===== src/rtl/uart_tx_arbiter_if.sv =====
// Requester-side and TX-UART-side signals of the UART transmit arbiter.
// The master modport is the arbiter's view; slave is the surrounding logic's view.
interface uart_tx_arbiter_if #(
  parameter int N_REQ     = 4,
  parameter int DATA_BITS = 8
);
  localparam int GW = (N_REQ > 1) ? $clog2(N_REQ) : 1;

  logic [N_REQ-1:0]           req_valid_i;
  logic [N_REQ*DATA_BITS-1:0] req_data_i;
  logic [N_REQ-1:0]           req_ready_o;
  logic                       tx_start_o;
  logic [DATA_BITS-1:0]       tx_data_o;
  logic                       tx_done_i;
  logic [GW-1:0]              grant_id_o;
  logic                       busy_o;
  logic                       timeout_o;

  modport master (
    input  req_valid_i, req_data_i, tx_done_i,
    output req_ready_o, tx_start_o, tx_data_o, grant_id_o, busy_o, timeout_o
  );

  modport slave (
    output req_valid_i, req_data_i, tx_done_i,
    input  req_ready_o, tx_start_o, tx_data_o, grant_id_o, busy_o, timeout_o
  );
endinterface


===== src/rtl/uart_tx_arbiter.sv =====
// Round-robin arbiter sharing one TX UART among N_REQ byte producers, with a
// one-cycle start strobe, held byte, and a timeout for a transmitter that never finishes.
module uart_tx_arbiter #(
  parameter int N_REQ          = 4,
  parameter int DATA_BITS      = 8,
  parameter int TIMEOUT_CYCLES = 100000
) (
  input  logic              clk,
  input  logic              rst,
  uart_tx_arbiter_if.master bus
);
  localparam int GW = (N_REQ > 1) ? $clog2(N_REQ) : 1;
  localparam int CW = (TIMEOUT_CYCLES > 1) ? $clog2(TIMEOUT_CYCLES) : 1;
  localparam logic [CW-1:0] CNT_LAST   = CW'(TIMEOUT_CYCLES - 1);
  localparam logic [GW-1:0] GRANT_INIT = GW'(N_REQ - 1);

  typedef enum logic [1:0] {
    IDLE  = 2'd0,
    START = 2'd1,
    WAIT  = 2'd2
  } state_t;

  state_t               state_q, state_d;
  logic [GW-1:0]        last_q, last_d;
  logic [GW-1:0]        grant_q, grant_d;
  logic [DATA_BITS-1:0] data_q, data_d;
  logic [CW-1:0]        cnt_q, cnt_d;

  logic [DATA_BITS-1:0] req_bytes [N_REQ];
  logic [GW-1:0]        winner;
  logic [GW-1:0]        scan_idx;
  logic [GW:0]          scan_sum;
  logic                 found;
  logic [N_REQ-1:0]     ready_oh;

  always_comb begin
    for (int k = 0; k < N_REQ; k++) begin
      req_bytes[k] = bus.req_data_i[k*DATA_BITS +: DATA_BITS];
    end
  end

  // Search starts just after the last grant and wraps, so the first hit is the fair winner.
  always_comb begin
    winner   = '0;
    found    = 1'b0;
    scan_sum = '0;
    scan_idx = '0;
    for (int i = 1; i <= N_REQ; i++) begin
      scan_sum = {1'b0, last_q} + (GW+1)'(i);
      if (scan_sum >= (GW+1)'(N_REQ)) begin
        scan_sum = scan_sum - (GW+1)'(N_REQ);
      end
      scan_idx = scan_sum[GW-1:0];
      if (!found && bus.req_valid_i[scan_idx]) begin
        winner = scan_idx;
        found  = 1'b1;
      end
    end
  end

  always_comb begin
    ready_oh = '0;
    if (state_q == IDLE && found) begin
      ready_oh[winner] = 1'b1;
    end
  end

  always_comb begin
    state_d = state_q;
    last_d  = last_q;
    grant_d = grant_q;
    data_d  = data_q;
    cnt_d   = cnt_q;
    case (state_q)
      IDLE: begin
        if (found) begin
          data_d  = req_bytes[winner];
          grant_d = winner;
          last_d  = winner;
          state_d = START;
        end
      end
      START: begin
        cnt_d   = '0;
        state_d = WAIT;
      end
      WAIT: begin
        if (cnt_q != '1) begin
          cnt_d = cnt_q + 1'b1;
        end
        if (bus.tx_done_i || cnt_q == CNT_LAST) begin
          state_d = IDLE;
        end
      end
      default: state_d = IDLE;
    endcase
  end

  always_ff @(posedge clk) begin
    if (rst) begin
      state_q <= IDLE;
      last_q  <= GRANT_INIT;
      grant_q <= '0;
      data_q  <= '0;
      cnt_q   <= '0;
    end else begin
      state_q <= state_d;
      last_q  <= last_d;
      grant_q <= grant_d;
      data_q  <= data_d;
      cnt_q   <= cnt_d;
    end
  end

  // A done pulse in the final WAIT cycle takes priority, and a reset aborts silently.
  assign bus.timeout_o   = (state_q == WAIT) && (cnt_q == CNT_LAST) && !bus.tx_done_i && !rst;
  assign bus.req_ready_o = ready_oh;
  assign bus.tx_start_o  = (state_q == START);
  assign bus.tx_data_o   = data_q;
  assign bus.grant_id_o  = grant_q;
  assign bus.busy_o      = (state_q != IDLE);
endmodule


===== src/flat_wrapper.sv =====
// flat-port wrapper written by rule: the top's interface ports become plain ports
module uart_tx_arbiter_flat 
#(
  parameter int N_REQ          = 4,
  parameter int DATA_BITS      = 8,
  parameter int TIMEOUT_CYCLES = 100000
)
  (clk, rst, bus_req_valid_i, bus_req_data_i, bus_tx_done_i, bus_req_ready_o, bus_tx_start_o, bus_tx_data_o, bus_grant_id_o, bus_busy_o, bus_timeout_o);
  uart_tx_arbiter_if #(.N_REQ(N_REQ), .DATA_BITS(DATA_BITS)) bus_i ();
  input  logic clk;
  input  logic rst;
  input wire logic [$bits(bus_i.req_valid_i)-1:0] bus_req_valid_i;
  input wire logic [$bits(bus_i.req_data_i)-1:0] bus_req_data_i;
  input wire logic [$bits(bus_i.tx_done_i)-1:0] bus_tx_done_i;
  output wire logic [$bits(bus_i.req_ready_o)-1:0] bus_req_ready_o;
  output wire logic [$bits(bus_i.tx_start_o)-1:0] bus_tx_start_o;
  output wire logic [$bits(bus_i.tx_data_o)-1:0] bus_tx_data_o;
  output wire logic [$bits(bus_i.grant_id_o)-1:0] bus_grant_id_o;
  output wire logic [$bits(bus_i.busy_o)-1:0] bus_busy_o;
  output wire logic [$bits(bus_i.timeout_o)-1:0] bus_timeout_o;
  assign bus_i.req_valid_i = bus_req_valid_i;
  assign bus_i.req_data_i = bus_req_data_i;
  assign bus_i.tx_done_i = bus_tx_done_i;
  assign bus_req_ready_o = bus_i.req_ready_o;
  assign bus_tx_start_o = bus_i.tx_start_o;
  assign bus_tx_data_o = bus_i.tx_data_o;
  assign bus_grant_id_o = bus_i.grant_id_o;
  assign bus_busy_o = bus_i.busy_o;
  assign bus_timeout_o = bus_i.timeout_o;
  uart_tx_arbiter #(.N_REQ(N_REQ), .DATA_BITS(DATA_BITS), .TIMEOUT_CYCLES(TIMEOUT_CYCLES)) u_core (.clk(clk), .rst(rst), .bus(bus_i));
endmodule

===== config.mk =====
export PLATFORM = sky130hd
export DESIGN_NAME = uart_tx_arbiter_flat
export DESIGN_NICKNAME = d
export VERILOG_FILES = /design/src/rtl/uart_tx_arbiter_if.sv /design/src/rtl/uart_tx_arbiter.sv /design/src/flat_wrapper.sv
export SDC_FILE = /design/constraint.sdc
export NUM_CORES = 1
export LEC_CHECK = 0
export BUFFER_PORTS_ARGS = -buffer_cell sky130_fd_sc_hd__buf_4
export CAP_MARGIN = 40
export CORE_MARGIN = 4
export CORE_UTILIZATION = 57
export CTS_BUF_LIST = sky130_fd_sc_hd__clkbuf_8
export DETAILED_ROUTE_END_ITERATION = 6
export PLACE_DENSITY = 0.89
export RECOVER_POWER = 25
export SETUP_SLACK_MARGIN = 0.3
export SYNTH_ARGS = -nofsm -noshare
export SYNTH_HDL_FRONTEND = slang
export SYNTH_SLANG_ARGS = --single-unit
export TNS_END_PERCENT = 50

===== constraint.sdc =====
create_clock -name clk -period 4.8 [get_ports clk]
set_input_delay 1.44 -clock clk [delete_from_list [all_inputs] [get_ports clk]]
set_output_delay 1.44 -clock clk [all_outputs]
set_load 0.005 [all_outputs]

* Word level (Yosys, flattened, before mapping)
Index checks and enable logic that the tools add are counted.
** Word-level totals
- Memory bits (read-only) :: 0
- Logic and storage cells :: 84
- Memories kept :: 0
- Bits in writable memories :: 0
- Register bits after elaboration :: 31
- Bits in latches :: 0
- Bits of input ports :: 39
- Output and inout port bits :: 17
** Cells by class
- Reductions and logical operators :: 20
- Mux-type cells :: 31
- $add $sub $neg :: 9
- Magnitude comparators :: 11
- Shift-type cells :: 0
- $mul :: 0
- Div/mod/pow operators :: 0
- Eq/ne operators :: 7
- Bitwise gates (word level) :: 1
** Operators by type and width (number)
- $pmux 17 s2 :: 1
- $mux 2 :: 10
- $add 17x1->17 const B :: 1
- $eq 17x17->1 const B :: 1
- $mux 17 :: 1
- $ne 17x17->1 const B :: 1
- $bmux 8 s2 :: 1
- $mux 8 :: 2
- $ge 3x3->1 const B :: 5
- $lt 2x3->1 const B :: 5
- $mux 1 :: 9
- $bmux 1 s2 :: 4
- $logic_and 1x1->1 :: 8
- $sub 2x1->2 const B :: 4
- $add 2x2->3 const B :: 2
- $ne 2x1->1 const B :: 3
- $pmux 2 s3 :: 1
- $reduce_and 2->1 :: 3
- $logic_not 1->1 :: 5
- $mux 4 :: 1
- $reduce_bool 2->1 :: 2
- $add 2x1->3 const B :: 1
- $add 2x3->3 const B :: 1
- $not 2->3 :: 1
- other kinds (6) :: 6

* Depth between registers and ports, before layout
- Word-level depth :: 20
- Gate-level depth with buffers :: 10
- Mapped depth without buffers :: 9

* Worst setup path before layout
Ideal clock, no wire load.
- Kind :: input port to output port
- Start point :: in bus_req_valid_i[3]
- End point :: out bus_req_ready_o[1]
- Slack :: 1.103 ns
- Stages :: 5
- Arrival time :: 2.257 ns
- Cells stage by stage :: mux2i_1 -> o21a_1 -> clkbuf_1 -> nand2_1 -> and2_1
** Between the ends
- Longest elaborated chain between the ends :: 17
- Elaborated cells on any way between the ends :: 29
- Those cells by class :: order compare (2); mux (19); reduce/logical (8)
** RTL lines
- from (decl) :: RTL line flat_wrapper.sv:12 : input wire logic [$bits(bus_i.req_valid_i)-1:0] bus_req_valid_i;
- $bmux 1 s2 :: RTL line uart_tx_arbiter.sv:54 : if (!found && bus.req_valid_i[scan_idx]) begin
- $mux 1 (not written as such) :: RTL line uart_tx_arbiter.sv:54
- $mux 1 :: RTL line uart_tx_arbiter.sv:54
- $logic_not 1->1 :: RTL line uart_tx_arbiter.sv:54
- $logic_and 1x1->1 :: RTL line uart_tx_arbiter.sv:54
- $mux 1 :: RTL line uart_tx_arbiter.sv:54
- $logic_not 1->1 :: RTL line uart_tx_arbiter.sv:54
- $logic_and 1x1->1 :: RTL line uart_tx_arbiter.sv:54
- $mux 1 :: RTL line uart_tx_arbiter.sv:54
- $logic_not 1->1 :: RTL line uart_tx_arbiter.sv:54
- $logic_and 1x1->1 :: RTL line uart_tx_arbiter.sv:54
- $mux 2 :: RTL line uart_tx_arbiter.sv:54
- $lt 2x3->1 (not written as such) or $ge 2x1->1 (tied branches) :: RTL line uart_tx_arbiter.sv:64 : ready_oh[winner] = 1'b1;
- $logic_and 1x1->1 (not written as such) :: RTL line uart_tx_arbiter.sv:64
- $mux 1 (not written as such) :: RTL line uart_tx_arbiter.sv:64
- $demux 1 s2
- $mux 4 * :: RTL line uart_tx_arbiter.sv:63 : if (state_q == IDLE && found) begin
- to (decl) :: RTL line flat_wrapper.sv:15 : output wire logic [$bits(bus_i.req_ready_o)-1:0] bus_req_ready_o;
Every way passes the cells marked *; elsewhere a longest branch is shown, timed or not. The select of a mux whose other input is x is not followed.

* Final worst setup path
- Start point :: in rst
- End point :: out bus_timeout_o
** Between the ends
- Longest elaborated chain between the ends :: 2
** RTL lines
- from (decl) :: RTL line flat_wrapper.sv:11 : input logic rst;
- $logic_not 1->1 :: RTL line uart_tx_arbiter.sv:116 : assign bus.timeout_o = (state_q == WAIT) && (cnt_q == CNT_LAST) && !bus.tx_done_i && !rst;
- $logic_and 1x1->1 :: RTL line uart_tx_arbiter.sv:116
- to (decl) :: RTL line flat_wrapper.sv:20 : output wire logic [$bits(bus_i.timeout_o)-1:0] bus_timeout_o;
No other way between the ends.

==> flow_metrics.tcl <==
set metrics [dict create \
    status "complete, but fails checks" \
    violations "capacitance limit" \
    vdd_drop_max_v 0.000149 \
    die_h_um 64.5 \
    timing.fmax_mhz 233 \
    fillers 249 \
    multiInputGateArea_um2 1150 \
    hp-start "u_core.bus.grant_id_o[1]$_SDFFE_PP0P_" \
    hp-class "reg2reg" \
    synth_cell_types 46 \
    hold_path_depth 2 \
    ys_seq_area_share_pct 34.1 \
    area_delta_synth_final_pct 27.5 \
    ys_warn_count 0 \
    drt_iter0_markers 148 \
    required_ns 3.36 \
    grt_max_degree 42 \
    max_slew_margin_pct 0.790 \
    dieArea_um2 4160 \
    hold_end "u_core.bus.grant_id_o[1]$_SDFFE_PP0P_" \
    final_max_slew_viol_count 0 \
    synth_area_um2 1820 \
    cts-resized-gates 0 \
    cts_tree "yes" \
    cts.path.max_buffers 2 \
    hold_violations 0 \
    tightestPinTransition_ns 1.49 \
    power_mw 0.661 \
    synth_common_cells "31 x dfxtp_1, 23 x nor2_1, 13 x nand2_1, 11 x a21oi_1, 11 x nand3_1" \
    fp-row-count 20 \
    drive_gt1_share_pct 25.3 \
    powerDensity_nw_per_um2 285 \
    postCtsHoldBufs 0 \
    cp.arrival_ns 2.85 \
    ys_top_cells_by_area "dfxtp_1 34%, mux2i_1 5.0%, nor2_1 4.7%" \
    p_leak_nw 0.985 \
    start_util_pct 59.6 \
    wl_per_cell_um 15.0 \
    syn-mean-instance-area_um2 8.31 \
    synth_edf_count 0 \
    r2r-end "u_core.cnt_q[11]$_SDFFE_PP0P_" \
    dr_total_vias 1896 \
    ant_nets 0 \
    cts_htree_levels 2 \
    grt_pass1_vias 1760 \
    grt_overflow 0 \
    viasPerCell 5.98 \
    r2r_cells 9 \
    synth_ff_type "dfxtp_1" \
    cts_buffers 5 \
    synthesis.nets 260 \
    netlist_instances 219 \
    core_area_um2 3050 \
    synth_top_area_share_pct 34.1 \
    first_pass_iters 5 \
    routed_wl_um 4750 \
    ys_ff_latch 31 \
    post-route-drc-count 0 \
    post_cts_buffers 0 \
    die_w_um 64.5 \
    dp.final_hpwl_um 3550 \
    regArea_um2 621 \
    worstReg2RegStart "u_core.cnt_q[0]$_SDFFE_PP0P_" \
    end_kind "primary output" \
    holdWs_ns 0.453 \
    rrSetupSlack_ns 2.27 \
    path_max_fanout 41 \
    path_clk_slew_ns 0.06 \
    gp_congestion 0.894 \
    grt_pass1_wl_um 7770 \
    grt_antenna_before_repair 0 \
    io_buffers 55 \
    synth_top_area_cell "dfxtp_1" \
    io_pins 56 \
    rsz0062_at_grt "no" \
    tns_ns 0 \
    critPathKind "in2out" \
    antennaDiodeCount 0 \
    period_needed_ns 4.29 \
    grt_use_total_pct 23.6 \
    critPathLaunchType "primary input" \
    cap_violations 1 \
    final_nets 313 \
    skew_ns 0.00902 \
    synth.most_common_cell "dfxtp_1" \
    async_flop_share_pct 0 \
    finalSetupViolCount 0 \
    cts-root-buf "clkbuf_8" \
    cts_sinks 31 \
    clock_latency_ns 0.29 \
    fin_crit_sh_pct 89.4 \
]
[state kept, by name, summed over array words and instances (netlist names)]
| register | flops |
|---|---|
| u_core.bus.grant_id_o | 2 |
| u_core.bus.tx_data_o | 8 |
| u_core.last_q | 2 |
| u_core.state_q | 2 |
| u_core.cnt_q | 17 |
[through the flow]
stage	area (um^2)	setup slack [ns]	utilization, %	std cells
finish	2320	0.510	76.0	317
global route	2320	0.348	76.0	317
CTS	2330	0.661	76.5	317
detailed placement	2250	0.667	73.8	309
global placement	2250	0.725	73.8	309
floorplan	1820	1.10	-	219
[how the worst max path moves through the flow]
stage | start | slack, ns | to
finish | rst | 0.51 | bus_timeout_o
global route | rst | 0.35 | bus_timeout_o
CTS | bus_req_valid_i[0] | 0.66 | bus_req_ready_o[0]
detailed placement | bus_req_valid_i[0] | 0.67 | bus_req_ready_o[0]
global placement | bus_req_valid_i[1] | 0.73 | bus_req_ready_o[0]
floorplan | bus_req_valid_i[3] | 1.10 | bus_req_ready_o[1]
[cells by family after synthesis]
family | Yosys count | share of synthesized area, %
xor gates and xnor gates | 5 | 2.41
AOI/OAI and AO/OA | 54 | 20.8
adders and majority gates | 2 | 1.38
buffers and inverters | 13 | 2.89
DFF | 31 | 34.1
and+or+nand+nor | 103 | 32.3
muxes | 11 | 6.19
[routing by layer]
layer,global-route usage (%),share of wire (%),vias up
met4,11.1,3.5,0
met3,6.41,7.0,20
met2,37.8,47,81
met5,0,0,-
met1,29.3,42,877
li1,-,-,918
[cells in the final DEF (no fill, tap or decap), drive strengths merged, types with 3 or more instances in the layout]
master and instances:
nand3 11, nand2 13, clkbuf 12, nand3b 10, inv 5, and3 7, and2 3, dfxtp 31
nor4 4, o221ai 8, nand4 7, nor2b 4, mux2i 9, nand2b 3, nor3 4, o21ai 13
a21boi 6, a21oi 11, xor2 3, a21o 4, buf 49, nor2 25
[report_power, final]
group          total [mW]  switching [mW]  internal, mW
registers           0.292          0.0143         0.277
clock network       0.193          0.0961        0.0972
logic               0.176          0.0910        0.0853
total               0.661           0.201         0.460
[critical path, stage by stage]
cell      delay, ns
clkbuf_1       1.06
nor4_1         0.14
buf_4          0.21
[area by class of cell]
class | count | share of cell area, %
flip-flops and latches | 31 | 26.8
clock inverters | 3 | 0.539
inverters | 3 | 0.485
multi-input cells | 175 | 49.4
well taps | 44 | 2.37
repair buffers | 56 | 17.5
clock buffers | 5 | 2.97
(Power assumes the default switching activity.)
